**config.mk**
```make
export PLATFORM = sky130hd
export DESIGN_NAME = fscale2n
export DESIGN_NICKNAME = d
export VERILOG_FILES = /design/src/rtl/fscale2n_pkg.sv /design/src/rtl/fscale2n_lane.sv /design/src/rtl/fscale2n.sv
export SDC_FILE = /design/constraint.sdc
export NUM_CORES = 1
export LEC_CHECK = 0
export CELL_PAD_IN_SITES_DETAIL_PLACEMENT = 2
export CELL_PAD_IN_SITES_GLOBAL_PLACEMENT = 2
export CORE_UTILIZATION = 35
export CTS_CLUSTER_DIAMETER = 60
export DETAILED_ROUTE_END_ITERATION = 8
export PLACE_DENSITY = 0.79
export SLEW_MARGIN = 20
export SYNTH_ARGS = -nofsm -noshare
export SYNTH_HDL_FRONTEND = slang
export SYNTH_SLANG_ARGS = --single-unit
export TNS_END_PERCENT = 100
```
**constraint.sdc**
```tcl
create_clock -name clk -period 3.5 [get_ports clk]
set_input_delay 0.875 -clock clk [delete_from_list [all_inputs] [get_ports clk]]
set_output_delay 0.875 -clock clk [all_outputs]
set_load 0.1 [all_outputs]
```
**src/rtl/fscale2n_pkg.sv**
```systemverilog
// Shared vector-engine definitions for the power-of-two FP scaler:
// default field widths, per-lane flag bit positions, lane classes and
// exponent bias helpers.
`ifndef FSCALE2N_PKG_SV
`define FSCALE2N_PKG_SV

package fscale2n_pkg;

    // Default FP format (bf16) and engine geometry
    localparam int DEF_I_EXP = 8;
    localparam int DEF_I_MNT = 7;
    localparam int DEF_LANES = 4;
    localparam int DEF_SHW   = 8;

    // Per-lane flag layout inside out_flag
    localparam int FLAG_W  = 2;
    localparam int FLAG_UF = 0;  // nonzero input flushed to zero
    localparam int FLAG_OF = 1;  // finite input saturated to infinity

    // Operand class decided in S1, consumed by the S2 pack logic
    typedef enum logic [1:0] {
        CLS_NORM = 2'd0,
        CLS_SUB  = 2'd1,
        CLS_ZERO = 2'd2,
        CLS_SPEC = 2'd3
    } lane_cls_e;

    // Exponent bias for an exp_w-bit exponent field
    function automatic int fp_bias(input int exp_w);
        return (1 << (exp_w - 1)) - 1;
    endfunction

    // All-ones exponent code (inf/NaN) for an exp_w-bit field
    function automatic int fp_exp_max(input int exp_w);
        return (1 << exp_w) - 1;
    endfunction

endpackage

`endif

```
**src/rtl/fscale2n_lane.sv**
```systemverilog
// One FP lane of the x*2^k scaler, purely combinational. The S1 half
// classifies the operand, normalises subnormals and forms the biased
// exponent sum; the S2 half works from the registered S1 results and
// produces the packed result and the underflow/overflow flags.
module fscale2n_lane
    import fscale2n_pkg::*;
#(
    parameter  int I_EXP  = DEF_I_EXP,
    parameter  int I_MNT  = DEF_I_MNT,
    parameter  int SHW    = DEF_SHW,
    localparam int I_DATA = I_EXP + I_MNT + 1,
    localparam int W_E    = I_EXP + SHW + 1
) (
    input  logic [I_DATA-1:0]     i_s1_x,
    input  logic [SHW-1:0]        i_s1_k,
    output logic [I_DATA-1:0]     o_s1_x,
    output lane_cls_e             o_s1_cls,
    output logic signed [W_E-1:0] o_s1_esum,
    output logic [I_MNT-1:0]      o_s1_mnt,
    input  logic [I_DATA-1:0]     i_s2_x,
    input  lane_cls_e             i_s2_cls,
    input  logic signed [W_E-1:0] i_s2_esum,
    input  logic [I_MNT-1:0]      i_s2_mnt,
    output logic [I_DATA-1:0]     o_s2_res,
    output logic [FLAG_W-1:0]     o_s2_flag
);

    localparam int                    LZW      = $clog2(I_MNT + 1);
    localparam logic [I_EXP-1:0]      EXP_ONES = '1;
    localparam logic signed [W_E-1:0] ESUM_OVF = W_E'(fp_exp_max(I_EXP));
    localparam logic signed [W_E-1:0] ESUM_ONE = W_E'(1);
    localparam logic signed [W_E-1:0] SH_ZERO  = W_E'(I_MNT + 1);

    // ---------------- S1: decode, leading-zero count, exponent sum -------
    logic [I_EXP-1:0]      w_e;
    logic [I_MNT-1:0]      w_m;
    logic [LZW-1:0]        w_lz;
    logic signed [W_E-1:0] w_e_eff;
    logic signed [W_E-1:0] w_k_ext;

    assign w_e     = i_s1_x[I_DATA-2 -: I_EXP];
    assign w_m     = i_s1_x[I_MNT-1:0];
    assign w_k_ext = {{(W_E-SHW){i_s1_k[SHW-1]}}, i_s1_k};
    assign o_s1_x  = i_s1_x;

    // Leading-zero count of the mantissa field (highest set bit wins)
    always_comb begin
        w_lz = '0;
        for (int i = 0; i < I_MNT; i++) begin
            if (w_m[i]) w_lz = LZW'(I_MNT - 1 - i);
        end
    end

    // Classify; a subnormal gets its leading one moved to the hidden bit
    // and an effective exponent of -lz so it behaves like a normal value
    always_comb begin
        o_s1_cls = CLS_NORM;
        w_e_eff  = $signed({{(W_E-I_EXP){1'b0}}, w_e});
        o_s1_mnt = w_m;
        if (w_e == EXP_ONES) begin
            o_s1_cls = CLS_SPEC;
        end else if (w_e == '0) begin
            if (w_m == '0) begin
                o_s1_cls = CLS_ZERO;
            end else begin
                o_s1_cls = CLS_SUB;
                w_e_eff  = -$signed({{(W_E-LZW){1'b0}}, w_lz});
                o_s1_mnt = w_m << (w_lz + LZW'(1));
            end
        end
    end

    assign o_s1_esum = w_e_eff + w_k_ext;

    // ---------------- S2: denormalising shift and pack -------------------
    logic                  w_s2_sign;
    logic signed [W_E-1:0] w_sh;
    logic [I_MNT-1:0]      w_den;

    assign w_s2_sign = i_s2_x[I_DATA-1];
    assign w_sh      = ESUM_ONE - i_s2_esum;
    // Only meaningful when 1 <= w_sh <= I_MNT, which fits in LZW bits
    assign w_den     = I_MNT'({1'b1, i_s2_mnt} >> w_sh[LZW-1:0]);

    // Select overflow, normal, subnormal or flush-to-zero; specials and
    // zeros pass through untouched
    always_comb begin
        o_s2_res  = i_s2_x;
        o_s2_flag = '0;
        if (i_s2_cls == CLS_NORM || i_s2_cls == CLS_SUB) begin
            if (i_s2_esum >= ESUM_OVF) begin
                o_s2_res           = {w_s2_sign, EXP_ONES, {I_MNT{1'b0}}};
                o_s2_flag[FLAG_OF] = 1'b1;
            end else if (i_s2_esum >= ESUM_ONE) begin
                o_s2_res = {w_s2_sign, i_s2_esum[I_EXP-1:0], i_s2_mnt};
            end else if (w_sh >= SH_ZERO) begin
                o_s2_res           = {w_s2_sign, {(I_DATA-1){1'b0}}};
                o_s2_flag[FLAG_UF] = 1'b1;
            end else begin
                o_s2_res = {w_s2_sign, {I_EXP{1'b0}}, w_den};
            end
        end
    end

endmodule

```
**src/rtl/fscale2n.sv**
```systemverilog
// Multi-lane FP power-of-two scaler: out = in * 2^in_shift per lane.
// Two-stage pipeline (S1 decode/exponent sum, S2 shift/pack) with a
// valid/ready handshake on each side.
//
// Handshake: a beat moves across a port on a rising edge where valid and
// ready are both high. A producer holding valid keeps its data stable
// until accepted; out_valid/out_data/out_flag hold while out_ready is low.
// in_ready depends only on registered state and out_ready.
module fscale2n
    import fscale2n_pkg::*;
#(
    parameter  int I_EXP  = DEF_I_EXP,
    parameter  int I_MNT  = DEF_I_MNT,
    parameter  int LANES  = DEF_LANES,
    parameter  int SHW    = DEF_SHW,
    localparam int I_DATA = I_EXP + I_MNT + 1
) (
    input  logic                      clk,
    input  logic                      rstn,
    input  logic                      in_valid,
    output logic                      in_ready,
    input  logic [LANES*I_DATA-1:0]   in_data,
    input  logic [SHW-1:0]            in_shift,
    output logic                      out_valid,
    input  logic                      out_ready,
    output logic [LANES*I_DATA-1:0]   out_data,
    output logic [LANES*FLAG_W-1:0]   out_flag
);

    localparam int W_E = I_EXP + SHW + 1;

    logic r_s1_valid;
    logic r_s2_valid;

    logic [LANES*I_DATA-1:0] r_s1_x;
    lane_cls_e               r_s1_cls  [LANES];
    logic signed [W_E-1:0]   r_s1_esum [LANES];
    logic [I_MNT-1:0]        r_s1_mnt  [LANES];

    logic [LANES*I_DATA-1:0] r_out_data;
    logic [LANES*FLAG_W-1:0] r_out_flag;

    logic [LANES*I_DATA-1:0] w_s1_x;
    lane_cls_e               w_s1_cls  [LANES];
    logic signed [W_E-1:0]   w_s1_esum [LANES];
    logic [I_MNT-1:0]        w_s1_mnt  [LANES];
    logic [LANES*I_DATA-1:0] w_s2_res;
    logic [LANES*FLAG_W-1:0] w_s2_flag;

    logic w_s2_en;
    logic w_s1_load;
    logic w_s2_load;

    // S2 can take a new beat when empty or when its beat leaves this edge;
    // S1 can take a beat when empty or when its beat moves into S2
    assign w_s2_en   = !r_s2_valid || out_ready;
    assign in_ready  = !r_s1_valid || !r_s2_valid || out_ready;
    assign w_s1_load = in_valid && in_ready;
    assign w_s2_load = w_s2_en && r_s1_valid;

    assign out_valid = r_s2_valid;
    assign out_data  = r_out_data;
    assign out_flag  = r_out_flag;

    for (genvar l = 0; l < LANES; l++) begin : g_lane
        fscale2n_lane #(
            .I_EXP (I_EXP),
            .I_MNT (I_MNT),
            .SHW   (SHW)
        ) u_lane (
            .i_s1_x    (in_data[l*I_DATA +: I_DATA]),
            .i_s1_k    (in_shift),
            .o_s1_x    (w_s1_x[l*I_DATA +: I_DATA]),
            .o_s1_cls  (w_s1_cls[l]),
            .o_s1_esum (w_s1_esum[l]),
            .o_s1_mnt  (w_s1_mnt[l]),
            .i_s2_x    (r_s1_x[l*I_DATA +: I_DATA]),
            .i_s2_cls  (r_s1_cls[l]),
            .i_s2_esum (r_s1_esum[l]),
            .i_s2_mnt  (r_s1_mnt[l]),
            .o_s2_res  (w_s2_res[l*I_DATA +: I_DATA]),
            .o_s2_flag (w_s2_flag[l*FLAG_W +: FLAG_W])
        );
    end

    // Stage occupancy: S1 fills on accept and drains into S2; S2 drains out
    always_ff @(posedge clk or negedge rstn) begin
        if (!rstn) begin
            r_s1_valid <= 1'b0;
            r_s2_valid <= 1'b0;
        end else begin
            if (w_s1_load) begin
                r_s1_valid <= 1'b1;
            end else if (w_s2_en) begin
                r_s1_valid <= 1'b0;
            end
            if (w_s2_en) begin
                r_s2_valid <= r_s1_valid;
            end
        end
    end

    // S1 register: decoded operands of the accepted beat
    always_ff @(posedge clk or negedge rstn) begin
        if (!rstn) begin
            r_s1_x <= '0;
            for (int l = 0; l < LANES; l++) begin
                r_s1_cls[l]  <= CLS_NORM;
                r_s1_esum[l] <= '0;
                r_s1_mnt[l]  <= '0;
            end
        end else if (w_s1_load) begin
            r_s1_x <= w_s1_x;
            for (int l = 0; l < LANES; l++) begin
                r_s1_cls[l]  <= w_s1_cls[l];
                r_s1_esum[l] <= w_s1_esum[l];
                r_s1_mnt[l]  <= w_s1_mnt[l];
            end
        end
    end

    // S2 register: packed results, held while the consumer stalls
    always_ff @(posedge clk or negedge rstn) begin
        if (!rstn) begin
            r_out_data <= '0;
            r_out_flag <= '0;
        end else if (w_s2_load) begin
            r_out_data <= w_s2_res;
            r_out_flag <= w_s2_flag;
        end
    end

endmodule

```
==> results.sh, run 1 <==
export IMPL_switching_share_pct=45.6
export IMPL_grt_max_degree=79
export IMPL_ant_nets=0
export IMPL_synth_nets=2011
export IMPL_dieArea_um2=44600
export IMPL_syn_to_final_growth_pct=38.9
export IMPL_violations="setup timing"
export IMPL_clock_sinks=238
export IMPL_start_util_pct=35.5
export IMPL_p_leak_nw=9.74
export IMPL_worst_slew_pin_transition_ns=0.994
export IMPL_skew_ns=0.0286
export IMPL_slew_viol_final=0
export IMPL_place_hpwl_mm=47.1
export IMPL_cp_required_ns=3.94
export IMPL_drt_iter0_markers=1190
export IMPL_drc=0
export IMPL_die_y_um=211
export IMPL_cp_max_fo=3
export IMPL_synthCells=1873
export IMPL_portBuffers=149
export IMPL_ioPinCount=150
export IMPL_antenna_found_initial=1
export IMPL_critPathLaunchType="input port"
export IMPL_netlist_area_um2=15300
export IMPL_avgSynthCellArea_um2=8.18
export IMPL_synth_edf_count=0
export IMPL_hold_buffers=0
export IMPL_reg2reg_to="out_data[53]"
export IMPL_crit_arrival_ns=4.11
export IMPL_setup_viol=21
export IMPL_first_pass_iters=5
export IMPL_nets=2392
export IMPL_setup_ws_ns=-0.165
export IMPL_num_rows=76
export IMPL_htreeDepth=2
export IMPL_cts_root_buf="clkbuf_16"
export IMPL_clk_pin_slew_worst_paths_ns=0.06
export IMPL_grt_pass1_vias=18500
export IMPL_core_um2=43200
export IMPL_maxSlewHeadroom_pct=33.7
export IMPL_cts_path_max_buffers=3
export IMPL_ys_ff_latch=238
export IMPL_placed_cell_area_um2=19200
export IMPL_async_reset_ff_share_pct=100
export IMPL_clock_latency_ns=0.57
export IMPL_status="complete, but fails checks"
export IMPL_ys_seq_area_share_pct=38.9
export IMPL_synth_distinct_cells=80
export IMPL_crit_path_end_kind="flip-flop"
export IMPL_pre_cts_slack_ns=-0.975
export IMPL_drive_above_1_share_pct=27.1
export IMPL_min_period_ns=3.67
export IMPL_max_freq_ghz=0.273
export IMPL_vias_per_cell=5.99
export IMPL_routedWlPerCell_um=27.6
export IMPL_criticalPathCategory="in -> reg"
export IMPL_min_period_over_period_pct=105
export IMPL_grt_pass1_wl_mm=107
export IMPL_gp_congestion=0.872
export IMPL_die_x_um=211
export IMPL_grt_overflow=0
export IMPL_p_sw_mw=5.71
export IMPL_p_clk_share_pct=29.0
export IMPL_p_int_mw=6.81
export IMPL_vias=17200
export IMPL_fin_area_um2=21300
export IMPL_cts_inserted_buffers=36
export IMPL_hold_violations=0
export IMPL_ys_warnings_count=0
export IMPL_cts_tree="yes"
export IMPL_instances_no_fill=2865
export IMPL_reg2reg_setup_slack_ns=0.28
export IMPL_routed_wl_mm=79.0
export IMPL_p_per_area_nw_per_um2=588
export IMPL_irDropWorstVdd_v=0.000475
export IMPL_cap_violations=0
export IMPL_crit_reg2reg_launch="r_s1_esum[6]"
export IMPL_place_inst=2750
export IMPL_dominantRegCellSynth="dfrtp_1"
export IMPL_p_seq_share_pct=30.9
export IMPL_utilization_pct=49.3
export IMPL_r2r_cells=7
export IMPL_hold_slack_ns=0.298
export IMPL_combPwrFrac_pct=40.0
export IMPL_track_usage_pct=30.8
export IMPL_hold_path_class="in -> async"
cell families (layout without fill, tap and decap cells):
group / after synthesis / in the layout / synth area share (%)
and+or+nand+nor: 781 / 781 / 23.2
muxes: 52 / 52 / 4.10
other: 0 / 1 / 0
xor gates and xnor gates: 46 / 46 / 2.63
DFF: 238 / 238 / 38.9
adders and majority gates: 62 / 62 / 5.26
AOI/OAI and AO/OA: 524 / 524 / 21.6
buffers and inverters: 170 / 576 / 4.36
synthesized netlist by cell type, drive strengths merged, types with 5 or more instances:
master / number / area [µm²]
mux4: 7 / 158
o211ai: 8 / 60.1
o221ai: 8 / 70.1
ha: 58 / 726
xor2: 18 / 158
a21boi: 5 / 37.5
o21ai: 174 / 871
nor3: 59 / 295
o21bai: 10 / 75.1
o21a: 9 / 67.6
a21o: 28 / 210
inv: 57 / 214
a211oi: 23 / 178
or3: 16 / 100
buf: 12 / 63.8
mux2i: 29 / 290
nand3: 17 / 85.1
nand2: 368 / 1380
o41ai: 5 / 43.8
a21oi: 118 / 591
nor4: 25 / 156
xnor2: 28 / 245
or4: 12 / 103
dfrtp: 238 / 5960
a31oi: 16 / 100
nor2: 160 / 601
or2: 19 / 119
and3: 7 / 43.8
clkbuf: 99 / 377
mux2: 16 / 180
a221o: 12 / 120
a221oi: 12 / 105
nor2b: 30 / 188
nand2b: 23 / 144
nand3b: 11 / 82.6
o31ai: 31 / 233
nor3b: 7 / 52.6
nand4: 12 / 75.1
o22ai: 18 / 113
worst max-delay path, cell delays in order:
cell             delay [ns]
clkdlybuf4s50_1        0.45
or3_4                  0.45
inv_4                  0.09
ha_4                   0.21
a21o_1                 0.20
ha_1                   0.30
a21o_1                 0.18
a21o_1                 0.26
a2111oi_4              0.48
o21ai_2                0.14
a31oi_1                0.20
xor2_1                 0.18
o21ai_1                0.09
power by group through the flow:
stage	sequential, mW	combinational (mW)	clock, mW
after floorplan	5.08	1.79	0
after global placement	3.80	4.44	0
after detailed placement	3.84	4.61	0
after CTS	3.82	4.74	3.63
after global routing	3.92	5.24	3.76
final	3.87	5.01	3.63
routing by layer:
metal | share of wire, % | wire length, µm | vias up | GRT usage (%)
li1 | - | - | 7421 | -
met1 | 40 | 31700 | 8937 | 36.7
met2 | 51 | 40600 | 579 | 55.6
met3 | 4.2 | 3290 | 232 | 4.28
met4 | 4.3 | 3380 | 0 | 11.9
met5 | 0 | 0 | - | 0
layout by cell type, fill, tap and decap left out, types with 18 or more instances in the layout:
cell type / count
inv_1: 53
nor2b_1: 20
dfrtp_1: 238
o31ai_1: 30
clkdlybuf4s50_1: 20
xnor2_1: 28
mux2i_1: 29
nand2_1: 362
clkbuf_16: 36
nand2b_1: 23
buf_4: 371
a21o_1: 27
a21oi_1: 108
xor2_1: 18
dlygate4sd2_1: 31
or2_2: 19
nor3_1: 53
nor2_1: 152
o21ai_0: 148
ha_1: 44
cell type report:
type	count	area [µm²]
Clock buffer	41	950
Fill cell	4626	21900
Tap cell	585	732
Antenna cell	1	2.50
Inverter	58	223
Timing Repair Buffer	455	3660
Multi-Input combinational cell	1465	9550
Sequential cell	238	5960
Clock inverter	22	206
per-stage QoR:
step | power, mW | setup TNS, ns
2_1_floorplan | 6.87 | -1.78
3_3_place_gp | 8.24 | -27.49
3_5_place_dp | 8.46 | -38.28
4_1_cts | 12.2 | 0
5_1_grt | 12.9 | -2.86
6_report | 12.5 | -1.09
sequential cells by signal, summed over array words and instances (netlist names):
register / count
r_s1_esum: 68
out_data: 64
r_s1_x: 64
r_s1_mnt: 28
out_flag: 8
r_s1_cls: 4
out_valid: 1
r_s1_valid: 1
how the worst max path moves through the flow:
stage,startpoint,end,slack (ns),cells after the start
after floorplan,in_data[49],r_s1_esum[9],-0.25,17
after detailed placement,in_data[3],r_s1_esum[60],-0.97,13
after global routing,in_data[21],r_s1_esum[49],-0.20,13
final,in_data[21],r_s1_esum[43],-0.17,13
after global placement,in_data[1],r_s1_esum[60],-0.76,15
after CTS,in_data[5],r_s1_esum[60],0.003,15
timing repair:
item / CTS / global route
gates resized for setup: 110 / 78
buffers inserted: 30 / 23
pin swaps: 64 / 59
endpoints found under the setup margin: 44 / 44
Note: power is estimated with default switching activity, not from simulation.
==> inputs of run 2 (changes only) <==
CAP_MARGIN = 25   (was unset)
SETUP_SLACK_MARGIN = 0.1   (was unset)
==> run 2 against run 1 <==
  * The run still ends with setup timing left
  * Die area did not move
  * Worst hold slack worse by 0.083 ns
  * Sequential power rose by 2%
  * Highest routed layer is now met5
==> results.sh, run 2 (same netlist as run 1, synthesis figures left out) <==
export IMPL_status="complete, but fails checks"
export IMPL_violations="setup timing"
export IMPL_crit_path_end_kind="flip-flop"
export IMPL_min_period_ns=3.54
export IMPL_num_rows=76
export IMPL_vias=18000
export IMPL_p_clk_share_pct=31.5
export IMPL_first_pass_iters=6
export IMPL_irDropWorstVdd_v=0.000449
export IMPL_top_register="r_s1_esum"
export IMPL_track_usage_pct=36.3
export IMPL_critPathLaunchType="input port"
export IMPL_clk_pin_slew_worst_paths_ns=0.05
export IMPL_p_seq_share_pct=29.6
export IMPL_maxSlewHeadroom_pct=26.9
export IMPL_routedWlPerCell_um=31.4
export IMPL_gp_congestion=0.859
export IMPL_cp_required_ns=3.94
export IMPL_cts_root_buf="clkbuf_16"
export IMPL_instances_no_fill=2863
export IMPL_criticalPathCategory="in -> reg"
export IMPL_cts_inserted_buffers=38
export IMPL_layout_common_cells="nand2_1, buf_4, dfrtp_1"
export IMPL_drt_iter0_markers=1740
export IMPL_p_leak_nw=9.78
export IMPL_p_per_area_nw_per_um2=621
export IMPL_layout_commonest_cell="nand2_1"
export IMPL_min_period_over_period_pct=101
export IMPL_p_int_mw=7.29
export IMPL_drc=0
export IMPL_ant_nets=0
export IMPL_cap_violations=0
export IMPL_antenna_found_initial=2
export IMPL_nets=2388
export IMPL_die_x_um=211
export IMPL_place_hpwl_mm=47.9
export IMPL_setup_ws_ns=-0.0350
export IMPL_drive_above_1_share_pct=28.7
export IMPL_cts_path_max_buffers=3
export IMPL_crit_arrival_ns=3.98
export IMPL_cp_max_fo=3
export IMPL_clock_sinks=238
export IMPL_skew_ns=0.0310
export IMPL_total_power_mw=13.3
export IMPL_grt_pass1_vias=19500
export IMPL_portBuffers=149
export IMPL_grt_pass1_wl_mm=124
export IMPL_ioPinCount=150
export IMPL_htreeDepth=2
export IMPL_grt_overflow=0
export IMPL_setup_viol=4
export IMPL_hold_violations=0
export IMPL_place_inst=2739
export IMPL_worst_slew_pin_transition_ns=1.10
export IMPL_slew_viol_final=0
export IMPL_syn_to_final_growth_pct=40.1
export IMPL_start_util_pct=35.5
export IMPL_diodes=0
export IMPL_clock_latency_ns=0.59
export IMPL_p_sw_mw=6.04
export IMPL_grt_max_degree=81
export IMPL_cts_tree="yes"
export IMPL_largest_reg_flops=68
export IMPL_dieArea_um2=44600
export IMPL_combPwrFrac_pct=39.0
export IMPL_max_freq_ghz=0.283
export IMPL_core_um2=43200
export IMPL_hold_path_class="in -> async"
export IMPL_rsz0062_at_grt="true"
export IMPL_vias_per_cell=6.27
export IMPL_switching_share_pct=45.3
export IMPL_die_y_um=211
export IMPL_routed_wl_mm=89.8
export IMPL_utilization_pct=49.7
==> run 2: layout make-up <==
cell class | count | area [µm²]
fill | 4655 | 21700
multi-input combinational | 1465 | 9670
sequential | 238 | 5960
timing repair buffer | 449 | 3570
clock buffer | 54 | 1120
tap | 585 | 732
inverter | 58 | 220
clock inverter | 14 | 196
==> run 2: power groups by stage <==
stage	clock network [mW]	logic (mW)	registers, mW
final	4.20	5.20	3.94
after global routing	4.30	5.37	3.97
after CTS	4.12	4.74	3.85
after detailed placement	0	4.59	3.87
after global placement	0	4.40	3.83
after floorplan	0	1.79	5.08
==> run 2: timing repair <==
| item | in CTS | in global routing |
|---|---|---|
| pin swaps | 71 | 86 |
| setup endpoints to repair | 47 | 49 |
| gates resized for setup | 148 | 121 |
| hold buffers | 0 | 0 |
| buffers inserted | 33 | 23 |
==> run 2: critical path: stages <==
cell and delay, ns:
dlygate4sd2_1 0.31, nor4_4 0.35, buf_4 0.20, nand2_1 0.08
nand3_2 0.11, a31oi_1 0.05, buf_4 0.16, buf_4 0.15
or2_2 0.30, ha_1 0.34, o21a_1 0.18, o21ai_1 0.10
o21ai_2 0.28, a31oi_2 0.15, xor2_1 0.23, o21ai_1 0.11
==> run 2: per-stage QoR <==
| stage | TNS, ns | setup slack, ns | area [µm²] | hold WS [ns] |
|---|---|---|---|---|
| after floorplan | -1.74 | -0.254 | 15800 | 0.438 |
| after CTS | 0 | 0.101 | 21000 | 0.207 |
| after global placement | -26.90 | -0.755 | 19200 | 0.455 |
| final | -0.0616 | -0.0350 | 21500 | 0.215 |
| after global routing | -1.43 | -0.143 | 21500 | 0.224 |
| after detailed placement | -38.68 | -0.930 | 19200 | 0.463 |
==> run 2: final timing paths <==
check	from	to	slack, ns	depth (start not counted)
max in group asynchronous	rstn	r_s1_mnt[22]	2.41	2
min reg2reg	r_s1_x[62]	r_s1_x[62]	0.48	2
min in group clk	r_s1_x[62]	r_s1_x[62]	0.48	2
max reg2reg	r_s1_esum[6]	out_data[53]	0.06	7
min	rstn	out_flag[4]	0.21	1
max	in_data[22]	r_s1_esum[43]	-0.04	16
==> run 2: per-layer routing <==
| metal | track usage [%] | up-vias | wire, µm |
|---|---|---|---|
| met2 | 62.8 | 984 | 43400 |
| li1 | - | 7405 | - |
| met5 | 0 | - | 9 |
| met4 | 18.1 | 2 | 5680 |
| met3 | 6.66 | 413 | 6140 |
| met1 | 42.9 | 9147 | 34600 |
==> inputs of run 3 (changes only) <==
CORE_UTILIZATION = 30   (was 35)
PLACE_DENSITY = 0.67   (was 0.79)
TNS_END_PERCENT = 5   (was 100)
==> run 3 against run 2 <==
  * Highest routed layer is now met4
  * Register-to-register slack better by 0.22 ns
  * Via count is 12% lower
  * Non-clock buffer count is 2 lower
  * Final cell count is 2.9% higher
  * Die area is 17% higher
  * Critical endpoint is now r_s1_esum[24]
  * The flow now finishes without violations
==> results.sh, run 3 (same netlist as run 1, synthesis figures left out) <==
export IMPL_rsz0062_at_grt="true"
export IMPL_routed_wl_mm=63.0
export IMPL_hold_violations=0
export IMPL_clock_sinks=238
export IMPL_layout_common_cells="nand2_1, buf_4, dfrtp_1"
export IMPL_worst_slew_pin_transition_ns=0.973
export IMPL_crit_arrival_ns=3.79
export IMPL_critPathLaunchType="input port"
export IMPL_multi_input_comb_area_um2=9500
export IMPL_setup_ws_ns=0.155
export IMPL_skew_ns=0.0269
export IMPL_largest_reg_flops=68
export IMPL_reg2reg_setup_slack_ns=0.28
export IMPL_nFillCells=5594
export IMPL_irDropWorstVdd_v=0.000605
export IMPL_first_pass_iters=5
export IMPL_status="finished clean"
export IMPL_core_um2=50300
export IMPL_antenna_found_initial=0
export IMPL_portBuffers=149
export IMPL_ioPinCount=150
export IMPL_crit_path_end_kind="flip-flop"
export IMPL_p_leak_nw=9.77
export IMPL_clock_latency_ns=0.57
export IMPL_cts_inserted_buffers=37
export IMPL_min_period_ns=3.35
export IMPL_setup_viol=0
export IMPL_grt_pass1_wl_mm=99.4
export IMPL_seqCellArea_um2=5960
export IMPL_grt_pass1_vias=17300
export IMPL_maxSlewHeadroom_pct=35.2
export IMPL_crit_reg2reg_launch="r_s1_esum[4]"
export IMPL_r2r_cells=7
export IMPL_cap_violations=0
export IMPL_top_register="r_s1_esum"
export IMPL_drt_iter0_markers=727
export IMPL_fin_area_um2=21400
export IMPL_vias=15800
export IMPL_placed_cell_area_um2=19200
export IMPL_routedWlPerCell_um=21.4
export IMPL_cts_root_buf="clkbuf_16"
export IMPL_die_x_um=228
export IMPL_criticalPathCategory="in -> reg"
export IMPL_clk_pin_slew_worst_paths_ns=0.05
export IMPL_pre_cts_slack_ns=-1.15
export IMPL_die_y_um=228
export IMPL_grt_max_degree=84
export IMPL_drc=0
export IMPL_diodes=0
export IMPL_grt_overflow=0
export IMPL_start_util_pct=30.5
export IMPL_utilization_pct=42.5
export IMPL_place_hpwl_mm=45.8
export IMPL_track_usage_pct=24.0
export IMPL_nets=2385
export IMPL_reg2reg_to="out_data[52]"
export IMPL_max_freq_ghz=0.299
export IMPL_layout_commonest_cell="nand2_1"
export IMPL_hold_path_class="in -> async"
export IMPL_slew_viol_final=0
export IMPL_cts_path_max_buffers=3
export IMPL_num_rows=82
export IMPL_cp_max_fo=3
export IMPL_drive_above_1_share_pct=27.5
export IMPL_cp_required_ns=3.95
export IMPL_ant_nets=0
export IMPL_gp_congestion=0.812
export IMPL_p_per_area_nw_per_um2=577
export IMPL_total_power_mw=12.3
export IMPL_cts_tree="yes"
export IMPL_dieArea_um2=52000
export IMPL_htreeDepth=2
export IMPL_syn_to_final_growth_pct=39.5
export IMPL_vias_per_cell=5.37
export IMPL_min_period_over_period_pct=95.6
## run 3: cell count changes in the layout (fill, tap and decap cells not counted), moves of 4 or more
cell / change
ha_4: -4
buf_6: -6
dlymetal6s2s_1: +8
nor2b_2: +4
inv_2: -7
inv_1: +6
clkbuf_2: -4
## run 3: worst max-delay path by stage
| stage | startpoint | end | slack [ns] |
|---|---|---|---|
| final | in_data[35] | r_s1_esum[24] | 0.15 |
| after global routing | in_data[39] | r_s1_esum[24] | 0.02 |
| after CTS | in_data[52] | r_s1_esum[9] | 0.09 |
| after detailed placement | in_data[23] | r_s1_esum[48] | -1.15 |
| after global placement | in_data[23] | r_s1_esum[46] | -0.99 |
| after floorplan | in_data[20] | r_s1_esum[43] | -0.37 |
## run 3: area by class of cell
cell class              instances  share of cell area, %
clock inverters                17                  0.902
repair buffers                447                   16.9
well taps                     672                   3.93
multi-input cells            1465                   44.5
clock buffers                  49                   4.93
inverters                      58                   1.04
flip-flops and latches        238                   27.9
## run 3: critical path: stages
cell	delay, ns
clkbuf_2	0.13
buf_6	0.14
a211oi_4	0.24
nor3_2	0.10
ha_1	0.32
a21o_1	0.23
ha_4	0.22
a21o_1	0.15
a21o_1	0.18
a21o_1	0.17
o311a_1	0.32
buf_4	0.14
buf_4	0.14
nor2_2	0.10
xor2_1	0.24
o21ai_1	0.08
## run 3: metal layers
layer	track usage [%]	routed length, µm
met1	31.9	29300
met2	40.2	30300
met3	3.65	2020
met4	6.75	1410
met5	0	0
## run 3: what timing repair did
action / 4_1_cts / 5_1_grt
hold buffers: 0 / 0
buffers inserted: 21 / 21
resized for setup: 158 / 99
pin swaps: 51 / 63
setup endpoints to repair: 46 / 39
## run 3: stage by stage
step	std cells	TNS, ns	hold slack (ns)
floorplan	1873	-7.61	0.438
global placement	2838	-35.76	0.448
detailed placement	2838	-41.94	0.464
CTS	2925	0	0.308
global route	2946	0	0.328
finish	2946	0	0.286
## run 3: power breakdown
part           switching (mW)  total, mW  leakage, nW  internal [mW]
Clock                    1.45       3.81        0.613           2.35
Sequential              0.600       3.85         2.89           3.25
Combinational            3.20       4.68         6.27           1.48
